### config.mk
export PLATFORM = sky130hd
export DESIGN_NAME = vga_frame_reader
export DESIGN_NICKNAME = d
export VERILOG_FILES = /design/src/rtl/vga_frame_reader_pkg.sv /design/src/rtl/vga_frame_reader.sv
export SDC_FILE = /design/constraint.sdc
export NUM_CORES = 1
export LEC_CHECK = 0
export CELL_PAD_IN_SITES_DETAIL_PLACEMENT = 1
export CELL_PAD_IN_SITES_GLOBAL_PLACEMENT = 1
export CORE_ASPECT_RATIO = 1.5
export CORE_MARGIN = 1.5
export CORE_UTILIZATION = 26
export CTS_CLUSTER_SIZE = 25
export DETAILED_ROUTE_END_ITERATION = 8
export GPL_TIMING_DRIVEN = 0
export PLACE_DENSITY_LB_ADDON = 0.1
export REMOVE_ABC_BUFFERS = 1
export SLEW_MARGIN = 30
export SYNTH_ARGS = -nofsm -noshare
export SYNTH_HDL_FRONTEND = slang
export SYNTH_SLANG_ARGS = --single-unit
export TNS_END_PERCENT = 50
### constraint.sdc
create_clock -name fclk -period 3.2 [get_ports fclk]
set_clock_uncertainty 0.2 [all_clocks]
set_input_delay 0.32 -clock fclk [delete_from_list [all_inputs] [get_ports fclk]]
set_output_delay 0.32 -clock fclk [all_outputs]
set_load 0.02 [all_outputs]
### src/rtl/vga_frame_reader_pkg.sv
// Shared display definitions: reader FSM encoding, AXI burst/size constants and beat size.
package vga_frame_reader_pkg;

  typedef enum logic [1:0] {
    ST_IDLE  = 2'd0,
    ST_RUN   = 2'd1,
    ST_DRAIN = 2'd2
  } state_t;

  localparam logic [2:0]  AXI_SIZE_8B    = 3'b011;
  localparam logic [1:0]  AXI_BURST_INCR = 2'b01;
  localparam int unsigned BEAT_BYTES     = 8;

endpackage

### src/rtl/vga_frame_reader.sv
// Looping AXI frame-buffer reader: issues fixed-length INCR bursts over a frame and
// forwards read data straight to the display consumer.
module vga_frame_reader
  import vga_frame_reader_pkg::*;
#(
  parameter int BURST_BEATS     = 16,
  parameter int MAX_OUTSTANDING = 2
) (
  input  logic        fclk,
  input  logic        rst,
  input  logic        cmd_start,
  input  logic        cmd_stop,
  input  logic [31:0] frame_base,
  input  logic [19:0] frame_beats,
  output logic [31:0] M_AXI_ARADDR,
  output logic [3:0]  M_AXI_ARLEN,
  output logic [2:0]  M_AXI_ARSIZE,
  output logic [1:0]  M_AXI_ARBURST,
  output logic        M_AXI_ARVALID,
  input  logic        M_AXI_ARREADY,
  input  logic [63:0] M_AXI_RDATA,
  input  logic [1:0]  M_AXI_RRESP,
  input  logic        M_AXI_RLAST,
  input  logic        M_AXI_RVALID,
  output logic        M_AXI_RREADY,
  output logic [63:0] sdata,
  output logic        sdata_valid,
  input  logic        sdata_ready,
  input  logic        sdata_burst_ready,
  output logic        busy,
  output logic        frame_done,
  output logic        err_resp
);

  localparam int              OW      = $clog2(MAX_OUTSTANDING + 1);
  localparam logic [OW-1:0]   MAX_OUT = OW'(MAX_OUTSTANDING);
  localparam logic [OW-1:0]   ONE     = OW'(1);
  localparam logic [31:0]     STRIDE  = 32'(BURST_BEATS * BEAT_BYTES);

  state_t        state;
  logic [31:0]   base_q;
  logic [19:0]   last_idx;
  logic [19:0]   ar_idx;
  logic [19:0]   rd_idx;
  logic [OW-1:0] outstanding;
  logic          stop_pending;
  logic          ar_hs;
  logic          r_hs;
  logic          rlast_hs;

  assign M_AXI_ARLEN   = 4'(BURST_BEATS - 1);
  assign M_AXI_ARSIZE  = AXI_SIZE_8B;
  assign M_AXI_ARBURST = AXI_BURST_INCR;

  assign sdata        = M_AXI_RDATA;
  assign sdata_valid  = M_AXI_RVALID;
  assign M_AXI_RREADY = sdata_ready;

  assign busy     = (state != ST_IDLE);
  assign ar_hs    = M_AXI_ARVALID & M_AXI_ARREADY;
  assign r_hs     = M_AXI_RVALID & sdata_ready;
  assign rlast_hs = r_hs & M_AXI_RLAST;

  always_ff @(posedge fclk) begin
    if (rst) begin
      state         <= ST_IDLE;
      base_q        <= '0;
      last_idx      <= '0;
      ar_idx        <= '0;
      rd_idx        <= '0;
      outstanding   <= '0;
      stop_pending  <= 1'b0;
      M_AXI_ARVALID <= 1'b0;
      M_AXI_ARADDR  <= '0;
      frame_done    <= 1'b0;
      err_resp      <= 1'b0;
    end else begin
      // Bursts return in issue order, so a read-side index tracks the frame's last burst.
      frame_done <= rlast_hs && (rd_idx == last_idx);
      if (r_hs && (M_AXI_RRESP != 2'b00)) err_resp <= 1'b1;
      if (rlast_hs) rd_idx <= (rd_idx == last_idx) ? '0 : rd_idx + 20'd1;

      case ({ar_hs, rlast_hs})
        2'b10:   outstanding <= outstanding + ONE;
        2'b01:   outstanding <= outstanding - ONE;
        default: ;
      endcase

      if (ar_hs) begin
        M_AXI_ARVALID <= 1'b0;
        if (ar_idx == last_idx) begin
          ar_idx       <= '0;
          M_AXI_ARADDR <= base_q;
        end else begin
          ar_idx       <= ar_idx + 20'd1;
          M_AXI_ARADDR <= M_AXI_ARADDR + STRIDE;
        end
      end

      case (state)
        ST_IDLE: begin
          if (cmd_start && (frame_beats != '0)) begin
            state        <= ST_RUN;
            base_q       <= frame_base;
            last_idx     <= (frame_beats / 20'(BURST_BEATS)) - 20'd1;
            M_AXI_ARADDR <= frame_base;
            ar_idx       <= '0;
            rd_idx       <= '0;
            err_resp     <= 1'b0;
            stop_pending <= 1'b0;
          end
        end
        ST_RUN: begin
          // A raised ARVALID is held until accepted; a stop only takes effect after that.
          if (M_AXI_ARVALID) begin
            if (cmd_stop) stop_pending <= 1'b1;
            if (ar_hs && (cmd_stop || stop_pending)) begin
              state        <= ST_DRAIN;
              stop_pending <= 1'b0;
            end
          end else if (cmd_stop || stop_pending) begin
            state        <= ST_DRAIN;
            stop_pending <= 1'b0;
          end else if (sdata_burst_ready && (outstanding < MAX_OUT)) begin
            M_AXI_ARVALID <= 1'b1;
          end
        end
        ST_DRAIN: begin
          if (outstanding == '0) state <= ST_IDLE;
        end
        default: state <= ST_IDLE;
      endcase
    end
  end

endmodule

==> results of run 1 <==
-- area by class of cell --
cell class / count / area, µm² / share of cell area (%)
sequential: 129 / 2580 / 30.5
antenna: 1 / 2.50 / 0.0296
inverter: 15 / 56.3 / 0.665
multi-input combinational: 627 / 3760 / 44.4
clock inverter: 6 / 30.0 / 0.355
clock buffer: 25 / 505 / 5.97
timing repair buffer: 107 / 1110 / 13.1
tap: 337 / 422 / 4.98
-- sequential cells by signal (all words and copies together), names as in the netlist, 2 cells and up --
signal and flops:
outstanding 2, last_idx 17, base_q 32, rd_idx 20
ar_idx 20, M_AXI_ARADDR 32, state 2
-- worst max-delay path: stages --
cell and delay [ps]:
sky130_fd_sc_hd__clkdlybuf4s50_1 520, sky130_fd_sc_hd__or4_4 600, sky130_fd_sc_hd__nor4_4 420, sky130_fd_sc_hd__a211oi_4 220, sky130_fd_sc_hd__buf_6 210, sky130_fd_sc_hd__buf_6 150
sky130_fd_sc_hd__a32o_1 200, sky130_fd_sc_hd__a31o_1 180, sky130_fd_sc_hd__a221o_1 250
-- kinds of logic (layout without fill, tap and decap cells) --
kind of cell / after synthesis / count (layout) / share of synthesized area (%)
other cells: 2 / 10 / 0.107
fa+ha+maj: 5 / 5 / 0.888
compound gates: 156 / 156 / 14.8
mux: 5 / 5 / 0.746
xor+xnor: 88 / 88 / 10.9
buf+inv: 128 / 153 / 11.3
simple gates: 364 / 364 / 24.6
flops: 129 / 129 / 36.7
-- per-stage QoR --
step / TNS (ps) / hold WS (ps) / cell area [µm²] / power, W
4_1_cts: 0 / 56.2 / 8450 / 0.00427
2_1_floorplan: -16880 / 189 / 6330 / 0.00210
3_3_place_gp: -328510 / 237 / 7750 / 0.00242
3_5_place_dp: -3460 / 244 / 7900 / 0.00244
6_report: 0 / 66.5 / 8460 / 0.00420
5_1_grt: 0 / 73.9 / 8460 / 0.00440
-- metal layers --
layer	routed length (µm)	share of wire [%]
met2	12600	47
met5	166	0.62
met3	2790	10
met1	10800	41
met4	218	0.82
-- power by group through the flow --
stage                     registers [W]  logic (W)  clock network [W]
after global routing            0.00179   0.000681            0.00192
after global placement          0.00182   0.000604                  0
after CTS                       0.00178   0.000630            0.00186
after floorplan                 0.00182   0.000279                  0
final                           0.00178   0.000619            0.00180
after detailed placement        0.00182   0.000625                  0
-- synth_stat cells (3+ instances only) --
| library cell | n |
|---|---|
| sky130_fd_sc_hd__a211oi_1 | 16 |
| sky130_fd_sc_hd__or3_1 | 5 |
| sky130_fd_sc_hd__and4_1 | 5 |
| sky130_fd_sc_hd__nor4_1 | 17 |
| sky130_fd_sc_hd__a311oi_1 | 12 |
| sky130_fd_sc_hd__buf_2 | 11 |
| sky130_fd_sc_hd__a31oi_1 | 6 |
| sky130_fd_sc_hd__clkbuf_1 | 19 |
| sky130_fd_sc_hd__buf_1 | 3 |
| sky130_fd_sc_hd__xnor2_1 | 30 |
| sky130_fd_sc_hd__and3_1 | 9 |
| sky130_fd_sc_hd__nor2b_1 | 6 |
| sky130_fd_sc_hd__a21o_1 | 6 |
| sky130_fd_sc_hd__o21ai_0 | 22 |
| sky130_fd_sc_hd__nor3_1 | 26 |
| sky130_fd_sc_hd__a2bb2oi_1 | 7 |
| sky130_fd_sc_hd__or2_2 | 4 |
| sky130_fd_sc_hd__dfxtp_1 | 129 |
| sky130_fd_sc_hd__nand3_1 | 36 |
| sky130_fd_sc_hd__a21oi_1 | 54 |
| sky130_fd_sc_hd__inv_1 | 15 |
| sky130_fd_sc_hd__or4_1 | 5 |
| sky130_fd_sc_hd__xor2_1 | 58 |
| sky130_fd_sc_hd__nand2_1 | 126 |
| sky130_fd_sc_hd__ha_1 | 5 |
| sky130_fd_sc_hd__a32oi_1 | 3 |
| sky130_fd_sc_hd__buf_4 | 80 |
| sky130_fd_sc_hd__mux2i_1 | 3 |
| sky130_fd_sc_hd__nor2_1 | 92 |
| sky130_fd_sc_hd__and2_1 | 6 |
| sky130_fd_sc_hd__a22o_1 | 5 |
| sky130_fd_sc_hd__a32o_1 | 4 |
| sky130_fd_sc_hd__nand4_1 | 16 |
-- repair_timing --
action                     4_1_cts  5_1_grt
setup buffers                    0        0
setup endpoints to repair        9       10
resized for setup                3        3
gates cloned                     0        0
hold buffers                     0        0
-- worst paths after layout --
kind	start	to	cells past startpoint
max	frame_beats[15]	M_AXI_ARADDR[29]$_SDFF_PP0_	9
min	rst	base_q[28]$_SDFFE_PP0P_	2
max reg2reg	last_idx[18]$_SDFFE_PP0P_	M_AXI_ARADDR[21]$_SDFF_PP0_	6
min reg2reg	err_resp$_SDFF_PP0_	err_resp$_SDFF_PP0_	2
==> load_flow_metrics.sql, run 1 <==
INSERT INTO impl_metrics (metric_group, metric, value, unit) VALUES
('drt', 'drt-initial-drc-count', '196', ''),
('cells_and_area', 'layout.cells.most_common_list', 'sky130_fd_sc_hd__dfxtp_1 (129), sky130_fd_sc_hd__nand2_1 (126), sky130_fd_sc_hd__clkdlybuf4s50_1 (99), sky130_fd_sc_hd__nor2_1 (91), sky130_fd_sc_hd__xor2_1 (58)', ''),
('yosys', 'synth.top_cells.by_area', 'sky130_fd_sc_hd__dfxtp_1 (37%), sky130_fd_sc_hd__buf_4 (8.5%), sky130_fd_sc_hd__xor2_1 (7.2%)', ''),
('die', 'initial_utilization', '26.5', '%'),
('drt', 'finalWirelength', '26700', 'µm'),
('setup_path', 'worstPathMaxFanout', '12', ''),
('placement', 'post_dp_hpwl', '20600', 'µm'),
('setup_path', 'crit_path_end_kind', 'register', ''),
('die', 'io-pin-count', '238', ''),
('sta', 'finalHoldViolations', '0', ''),
('cells_and_area', 'final_layout_size_suffix_gt1_share', '6.82', '%'),
('clock_network', 'clock_tree.htree_level_count', '4', ''),
('die', 'fp.dieW', '137', 'µm'),
('sta', 'min_cycle_time_layout', '2980', 'ps'),
('drt', 'antenna_left', '0', ''),
('global_route', 'groute.layer.met2.usage', '31.3', '%'),
('yosys', 'synthFlopType', 'sky130_fd_sc_hd__dfxtp_1', ''),
('yosys', 'mappedNetlistArea', '0.00704', 'mm²'),
('die', 'num_rows', '73', ''),
('clock_network', 'cts-root-buf', 'sky130_fd_sc_hd__clkbuf_16', ''),
('global_route', 'grt_busiest_layer', 'met2', ''),
('cells_and_area', 'fillCellCount', '3111', ''),
('sta', 'min_period_over_period', '93.1', '%'),
('power_and_ir_drop', 'portion_of_total_power_attributed_to_combinational_logic', '14.7', '%'),
('setup_path', 'critPathRequiredTime', '3300', 'ps'),
('job', 'drv.max_cap_violation_count', '0', ''),
('global_route', 'grt_max_degree', '47', ''),
('yosys', 'synth_seq_area_share', '36.7', '%'),
('setup_path', 'path_class', 'in -> reg', ''),
('yosys', 'post_synthesis_cell_type_with_the_largest_combined_area', 'sky130_fd_sc_hd__dfxtp_1', ''),
('sta', 'tightest_slew', '777', 'ps'),
('yosys', 'ys_ff_latch', '129', ''),
('power_and_ir_drop', 'switching_share', '27.6', '%'),
('power_and_ir_drop', 'share_seq_of_total_power', '42.4', '%'),
('clock_network', 'clkTransAtPathRegs', '60', 'ps'),
('global_route', 'grt_first_pass_wirelength', '39600', 'µm'),
('power_and_ir_drop', 'pwr_density_cell', '497', 'mW/mm²'),
('cells_and_area', 'layout.cells.most_common', 'sky130_fd_sc_hd__dfxtp_1', ''),
('clock_network', 'cts.sinks', '129', ''),
('sta', 'max_slew_margin', '47.7', '%'),
('power_and_ir_drop', 'net-switching-power', '0.00116', 'W'),
('cells_and_area', 'final_nets', '1029', ''),
('hold_path', 'min-delay-path-class', 'in -> reg', ''),
('setup_path', 'timing.critical_path.arrival', '3080', 'ps'),
('setup_path', 'cp-start-kind', 'input port', ''),
('global_route', 'gr-usage-all-layers', '19.3', '%'),
('die', 'dieHeight', '205', 'µm'),
('sta', 'setup_violations', '0', ''),
('clock_network', 'cts_buf_count', '17', ''),
('sta', 'max_freq', '336', 'MHz'),
('yosys', 'postSynthAreaPerCell', '8.03', 'µm²'),
('power_and_ir_drop', 'power.clock.fraction', '42.9', '%'),
('power_and_ir_drop', 'cellInternalPower', '0.00304', 'W'),
('cells_and_area', 'final_util', '31.8', '%'),
('clock_network', 'cts_tree', 'done', ''),
('drt', 'detail_route.drc_violations', '0', ''),
('drt', 'viasPerCell', '4.95', ''),
('placement', 'numPlacedInstances', '1215', ''),
('global_route', 'gr-usage-met3', '10.5', '%'),
('sta', 'grt_setup_unrepaired', 'no', ''),
('drt', 'detail_route.wl_per_cell', '21.4', 'µm'),
('yosys', 'gate_count_post_synth', '877', ''),
('setup_path', 'reg2reg_slack', '330', 'ps'),
('run_status', 'result_of_the_run', 'completed', ''),
('die', 'core_area', '0.0266', 'mm²'),
('global_route', 'grtUsageMet1', '21.9', '%'),
('yosys', 'post_synth_arst_share', '0', '%'),
('drt', 'drt_pass_1_iters', '4', ''),
('yosys', 'yosys_warnings', '0', ''),
('power_and_ir_drop', 'leakagePower', '2.98', 'nW'),
('global_route', 'global_route.overflow_total', '0', '');
No activity file was read; power rests on OpenSTA's default activity.
==> run 2, diff against run 1 <==
SLEW_MARGIN = default   (was 30)
==> load_flow_metrics.sql, run 2 (same netlist as run 1, synthesis figures left out) <==
INSERT INTO impl_metrics (metric_group, metric, value, unit) VALUES
('placement', 'post_dp_hpwl', '20500', 'µm'),
('power_and_ir_drop', 'switching_share', '25.7', '%'),
('clock_network', 'cts_buf_count', '17', ''),
('power_and_ir_drop', 'cellInternalPower', '0.00358', 'W'),
('clock_network', 'cts-root-buf', 'sky130_fd_sc_hd__clkbuf_16', ''),
('setup_path', 'reg2reg_slack', '230', 'ps'),
('die', 'core_area', '0.0266', 'mm²'),
('power_and_ir_drop', 'total_power', '0.00481', 'W'),
('global_route', 'number_of_global_route_vias_before_repair', '6512', ''),
('die', 'num_rows', '73', ''),
('setup_path', 'cp-start-kind', 'input port', ''),
('job', 'drv.max_cap_violation_count', '0', ''),
('cells_and_area', 'layout.cells.most_common', 'sky130_fd_sc_hd__dfxtp_1', ''),
('clock_network', 'cts_tree', 'done', ''),
('sta', 'tightest_slew', '835', 'ps'),
('sta', 'min_cycle_time_layout', '3080', 'ps'),
('clock_network', 'post_cts.repair.setup_buffers', '0', ''),
('sta', 'final_max_slew_viol_count', '0', ''),
('global_route', 'grtUsageMet1', '22.1', '%'),
('clock_network', 'cts.sinks', '129', ''),
('drt', 'vias', '6203', ''),
('setup_path', 'worstPathMaxFanout', '14', ''),
('die', 'fp.dieW', '137', 'µm'),
('global_route', 'grt_antenna_before_repair', '2', ''),
('cells_and_area', 'final_nets', '1029', ''),
('sta', 'grt_setup_unrepaired', 'yes', ''),
('drt', 'viasPerCell', '4.97', ''),
('global_route', 'gr-usage-all-layers', '19.6', '%'),
('clock_network', 'clk_path_buf_depth', '2', ''),
('hold_path', 'min-delay-path-class', 'in -> reg', ''),
('drt', 'antenna_left', '0', ''),
('cells_and_area', 'post_layout_nonfiller_instances', '1248', ''),
('drt', 'drt_pass_1_iters', '4', ''),
('setup_path', 'critPathRequiredTime', '3370', 'ps'),
('die', 'dieHeight', '205', 'µm'),
('global_route', 'global_route.overflow_total', '0', ''),
('die', 'die_area', '0.0281', 'mm²'),
('cells_and_area', 'largest_registers_in_the_final_layout', 'M_AXI_ARADDR x32, base_q x32', ''),
('sta', 'setup_violations', '0', ''),
('placement', 'finalWeightedCongestion', '0.735', ''),
('setup_path', 'critical_path.slowest_cell', 'sky130_fd_sc_hd__a21oi_2', ''),
('power_and_ir_drop', 'portion_of_total_power_attributed_to_combinational_logic', '12.9', '%'),
('sta', 'max_slew_margin', '44.3', '%'),
('global_route', 'groute.layer.met2.usage', '31.8', '%'),
('drt', 'detail_route.wl_per_cell', '21.7', 'µm'),
('setup_path', 'path_class', 'in -> reg', ''),
('cells_and_area', 'synthesis_to_layout_area_growth', '22.5', '%'),
('clock_network', 'hold_buffers', '0', ''),
('placement', 'count_of_input_and_output_buffers', '100', ''),
('sta', 'min_period_over_period', '96.2', '%'),
('power_and_ir_drop', 'power.clock.fraction', '50.1', '%'),
('setup_path', 'critical_path.max_stage_delay', '620', 'ps'),
('cells_and_area', 'layout.cells.most_common_list', 'sky130_fd_sc_hd__dfxtp_1 (129), sky130_fd_sc_hd__nand2_1 (126), sky130_fd_sc_hd__clkdlybuf4s50_1 (99), sky130_fd_sc_hd__nor2_1 (91), sky130_fd_sc_hd__xor2_1 (58)', ''),
('global_route', 'grt_busiest_layer', 'met2', ''),
('power_and_ir_drop', 'pwr_density_cell', '558', 'mW/mm²'),
('die', 'io-pin-count', '238', ''),
('run_status', 'result_of_the_run', 'completed', ''),
('power_and_ir_drop', 'share_seq_of_total_power', '37.0', '%'),
('cells_and_area', 'layout.area.seq', '0.00258', 'mm²'),
('drt', 'finalWirelength', '27100', 'µm'),
('placement', 'numPlacedInstances', '1214', ''),
('power_and_ir_drop', 'leakagePower', '3.04', 'nW'),
('drt', 'detail_route.drc_violations', '0', ''),
('power_and_ir_drop', 'net-switching-power', '0.00124', 'W'),
('sta', 'finalHoldViolations', '0', ''),
('clock_network', 'clock_tree.htree_level_count', '4', ''),
('setup_path', 'path_cells', 'clkdlybuf4s50_1 -> inv_1 -> ha_1 -> nor2b_1 -> nand4_1 -> a21oi_2 -> buf_8 -> nand2_1 -> or4_1 -> nand3_1', ''),
('die', 'initial_utilization', '26.5', '%'),
('global_route', 'grt_first_pass_wirelength', '40100', 'µm'),
('global_route', 'grt_max_degree', '44', ''),
('cells_and_area', 'fillCellCount', '3081', ''),
('setup_path', 'crit_path_end_kind', 'register', ''),
('drt', 'drt-initial-drc-count', '230', ''),
('cells_and_area', 'multi_input_comb_area', '0.00374', 'mm²'),
('clock_network', 'clkTransAtPathRegs', '60', 'ps'),
('cells_and_area', 'final_layout_size_suffix_gt1_share', '7.03', '%'),
('global_route', 'gr-usage-met3', '10.8', '%'),
('clock_network', 'insertion_delay', '430', 'ps'),
('sta', 'max_freq', '325', 'MHz'),
('power_and_ir_drop', 'peakVddDrop', '0.360', 'mV'),
('setup_path', 'timing.critical_path.arrival', '3250', 'ps');
[run 2: cell count changes in the layout (fill, tap and decap cells not counted), moves of 2 or more]
cell	before	now
sky130_fd_sc_hd__clkinv_4	0	2
sky130_fd_sc_hd__clkinvlp_4	0	3
sky130_fd_sc_hd__clkinv_2	6	3
sky130_fd_sc_hd__clkbuf_8	5	0
sky130_fd_sc_hd__bufinv_16	0	8
sky130_fd_sc_hd__clkbuf_1	3	0
[run 2: area by class of cell]
type                    instances  share of cell area, %
inverters                      15                  0.696
multi-input cells             627                   43.4
flip-flops and latches        129                   29.9
clock inverters                15                   3.34
well taps                     337                   4.89
clock buffers                  17                   4.93
diodes                          1                 0.0290
repair inverters                1                 0.0580
repair buffers                106                   12.7
[run 2: stage by stage]
step | TNS, ps | utilization [%] | hold slack, ps | instance area (µm²) | worst slack (ps)
after detailed placement | -31550 | 29.6 | 249 | 7880 | -1130
after CTS | 0 | 32.4 | 167 | 8610 | 38.6
after global routing | -72.8 | 32.4 | 196 | 8620 | -72.8
final | 0 | 32.5 | 168 | 8630 | 122
after global placement | -328510 | 29.2 | 237 | 7750 | -3560
after floorplan | -16880 | - | 189 | 6330 | -472
[run 2: worst paths after layout]
| check | startpoint | end | cells after the start |
|---|---|---|---|
| setup / recovery | frame_beats[4] | M_AXI_ARADDR[27]$_SDFF_PP0_ | 10 |
| hold / removal | rst | base_q[26]$_SDFFE_PP0P_ | 2 |
| setup reg to reg | last_idx[18]$_SDFFE_PP0P_ | M_AXI_ARADDR[24]$_SDFF_PP0_ | 6 |
| hold reg to reg | err_resp$_SDFF_PP0_ | err_resp$_SDFF_PP0_ | 2 |
[run 2: per-layer routing]
metal | routed length [µm] | part of all wire (%)
met1 | 11200 | 41
met2 | 12700 | 47
met3 | 2820 | 10
met4 | 257 | 0.95
met5 | 148 | 0.55
[run 2: what timing repair did]
action                     4_1_cts  5_1_grt
gates cloned                     1        0
gates resized for setup          6        2
setup endpoints to repair       29        6
[run 2: critical path: cells and delay by family]
kind	cells	cell delay [ps]
simple gates	5	1320
compound gates	1	620
fa+ha+maj	1	170
buf+inv	3	810
[run 2: power by group through the flow]
stage / sequential, W / clock [W] / combinational, W
finish: 0.00178 / 0.00241 / 0.000620
detailed placement: 0.00182 / 0 / 0.000623
CTS: 0.00178 / 0.00246 / 0.000629
floorplan: 0.00182 / 0 / 0.000279
global route: 0.00179 / 0.00252 / 0.000681
global placement: 0.00182 / 0 / 0.000604
==> run 3, diff against run 2 <==
CELL_PAD_IN_SITES_DETAIL_PLACEMENT = default   (was 1)
CELL_PAD_IN_SITES_GLOBAL_PLACEMENT = default   (was 1)
CTS_CLUSTER_SIZE = 16   (was 25)
PLACE_DENSITY_LB_ADDON = default   (was 0.1)
==> load_flow_metrics.sql, run 3 (same netlist as run 1, synthesis figures left out) <==
INSERT INTO impl_metrics (metric_group, metric, value, unit) VALUES
('cells_and_area', 'synthesis_to_layout_area_growth', '21.4', '%'),
('drt', 'drt_pass_1_iters', '5', ''),
('sta', 'min_period_over_period', '94.0', '%'),
('clock_network', 'clk_path_buf_depth', '2', ''),
('sta', 'final_max_slew_viol_count', '0', ''),
('clock_network', 'cts.sinks', '129', ''),
('sta', 'min_cycle_time_layout', '3010', 'ps'),
('cells_and_area', 'final_layout_size_suffix_gt1_share', '7.03', '%'),
('cells_and_area', 'fillCellCount', '2785', ''),
('power_and_ir_drop', 'peakVddDrop', '0.354', 'mV'),
('setup_path', 'critPathRequiredTime', '3310', 'ps'),
('drt', 'drt-initial-drc-count', '273', ''),
('hold_path', 'min-delay-path-class', 'in -> reg', ''),
('clock_network', 'insertion_delay', '430', 'ps'),
('drt', 'detail_route.wl_per_cell', '19.5', 'µm'),
('placement', 'placed_cell_area', '0.00790', 'mm²'),
('placement', 'count_of_input_and_output_buffers', '100', ''),
('placement', 'numPlacedInstances', '1214', ''),
('power_and_ir_drop', 'total_power', '0.00446', 'W'),
('setup_path', 'path_cells', 'clkdlybuf4s50_1 -> nor3b_1 -> a2bb2oi_1 -> a21o_1 -> a21oi_1 -> a31o_1 -> a221o_1', ''),
('cells_and_area', 'largest_registers_in_the_final_layout', 'M_AXI_ARADDR x32, base_q x32', ''),
('sta', 'pnr_worst_setup_slack', '193', 'ps'),
('cells_and_area', 'multi_input_comb_area', '0.00373', 'mm²'),
('setup_path', 'critPathTopFamily', 'compound AO/OA/AOI/OAI gates', ''),
('global_route', 'grt_max_degree', '47', ''),
('clock_network', 'clock_tree.htree_level_count', '4', ''),
('die', 'initial_utilization', '26.5', '%'),
('cells_and_area', 'layout.cells.most_common_list', 'sky130_fd_sc_hd__dfxtp_1 (129), sky130_fd_sc_hd__nand2_1 (126), sky130_fd_sc_hd__clkdlybuf4s50_1 (99), sky130_fd_sc_hd__nor2_1 (91), sky130_fd_sc_hd__xor2_1 (58)', ''),
('global_route', 'global_route.overflow_total', '0', ''),
('cells_and_area', 'num_antenna_cells', '0', ''),
('die', 'die_area', '0.0281', 'mm²'),
('die', 'io-pin-count', '238', ''),
('setup_path', 'crit_path_end_kind', 'register', ''),
('setup_path', 'cp-start-kind', 'input port', ''),
('drt', 'detail_route.drc_violations', '0', ''),
('power_and_ir_drop', 'pwr_density_cell', '521', 'mW/mm²'),
('setup_path', 'timing.critical_path.arrival', '3120', 'ps'),
('sta', 'tightest_slew', '887', 'ps'),
('placement', 'post_dp_hpwl', '18300', 'µm'),
('setup_path', 'path_class', 'in -> reg', ''),
('cells_and_area', 'final_design_area_no_fill', '0.00855', 'mm²'),
('drt', 'finalWirelength', '24300', 'µm'),
('cells_and_area', 'layout.area.seq', '0.00258', 'mm²'),
('global_route', 'number_of_global_route_vias_before_repair', '6079', ''),
('cells_and_area', 'post_layout_nonfiller_instances', '1247', ''),
('drt', 'vias', '6310', ''),
('setup_path', 'worst-path-buf-inv', '1', ''),
('clock_network', 'cts_tree', 'done', ''),
('die', 'num_rows', '73', ''),
('drt', 'antenna_left', '0', ''),
('global_route', 'gr-usage-all-layers', '17.7', '%'),
('job', 'drv.max_cap_violation_count', '0', ''),
('clock_network', 'clkTransAtPathRegs', '60', 'ps'),
('global_route', 'grt_antenna_before_repair', '0', ''),
('drt', 'viasPerCell', '5.06', ''),
('cells_and_area', 'layout.cells.most_common', 'sky130_fd_sc_hd__dfxtp_1', ''),
('die', 'fp.dieW', '137', 'µm'),
('setup_path', 'critical_path.slowest_cell', 'sky130_fd_sc_hd__a21o_1', ''),
('clock_network', 'cts_buf_count', '17', ''),
('sta', 'setup_violations', '0', ''),
('setup_path', 'worstPathMaxFanout', '20', ''),
('die', 'dieHeight', '205', 'µm'),
('sta', 'finalHoldViolations', '0', ''),
('clock_network', 'cts-root-buf', 'sky130_fd_sc_hd__clkbuf_16', ''),
('sta', 'max_slew_margin', '40.8', '%'),
('cells_and_area', 'final_nets', '1029', ''),
('sta', 'grt_setup_unrepaired', 'no', ''),
('setup_path', 'critical_path.max_stage_delay', '690', 'ps'),
('global_route', 'grt_first_pass_wirelength', '36500', 'µm'),
('sta', 'hold_ws', '110', 'ps'),
('die', 'core_area', '0.0266', 'mm²'),
('placement', 'place_ws', '-839', 'ps'),
('sta', 'max_freq', '333', 'MHz'),
('placement', 'finalWeightedCongestion', '0.831', ''),
('run_status', 'result_of_the_run', 'completed', ''),
('power_and_ir_drop', 'leakagePower', '3.01', 'nW');
==> run 3: final timing paths <==
check	from	endpoint	slack, ps	cells after the start
min	rst	base_q[29]$_SDFFE_PP0P_	110	2
max reg2reg	state[1]$_SDFFE_PP0P_	M_AXI_ARADDR[29]$_SDFF_PP0_	280	6
max	cmd_start	M_AXI_ARADDR[29]$_SDFF_PP0_	190	7
min reg2reg	base_q[7]$_SDFFE_PP0P_	base_q[7]$_SDFFE_PP0P_	250	2
==> run 3: power by group <==
part	switching, W	total (W)	leakage [nW]	internal (W)
clock network	0.000746	0.00207	0.302	0.00132
logic	0.000338	0.000615	1.65	0.000276
registers	0.0000881	0.00178	1.05	0.00169
==> run 3: area by class of cell <==
class,instances,area share [%]
Inverter,15,0.702
Sequential cell,129,30.2
Timing Repair inverter,1,0.0585
Multi-Input combinational cell,627,43.7
Clock buffer,18,5.14
Timing Repair Buffer,106,13.1
Tap cell,337,4.93
Clock inverter,14,2.21
==> run 3: per-layer routing <==
metal	global-route usage, %	share of wire (%)
met1	18.5	38
met2	27.0	45
met3	12.7	14
met4	5.49	2.4
met5	8.33	1.2
==> run 3: through the flow <==
stage | util (%) | TNS [ps]
3_5_place_dp | 29.7 | -17730
4_1_cts | 32.1 | 0
3_3_place_gp | 29.2 | -281840
2_1_floorplan | - | -16880
5_1_grt | 32.2 | 0
6_report | 32.2 | 0
==> run 3: worst reg2reg max path, stage by stage, from the launching register on <==
cell	delay (ps)
sky130_fd_sc_hd__dfxtp_1	330
sky130_fd_sc_hd__nor3b_1	510
sky130_fd_sc_hd__a2bb2oi_1	320
sky130_fd_sc_hd__a21o_1	690
sky130_fd_sc_hd__a21oi_1	230
sky130_fd_sc_hd__a31o_1	270
sky130_fd_sc_hd__a221o_1	260
==> run 3: what timing repair did <==
item	4_1_cts	5_1_grt
endpoints found under the setup margin	20	9
cloned	1	0
gates resized for setup	3	3
buffers inserted	0	0
hold endpoints to repair	0	0
hold buffers	0	0
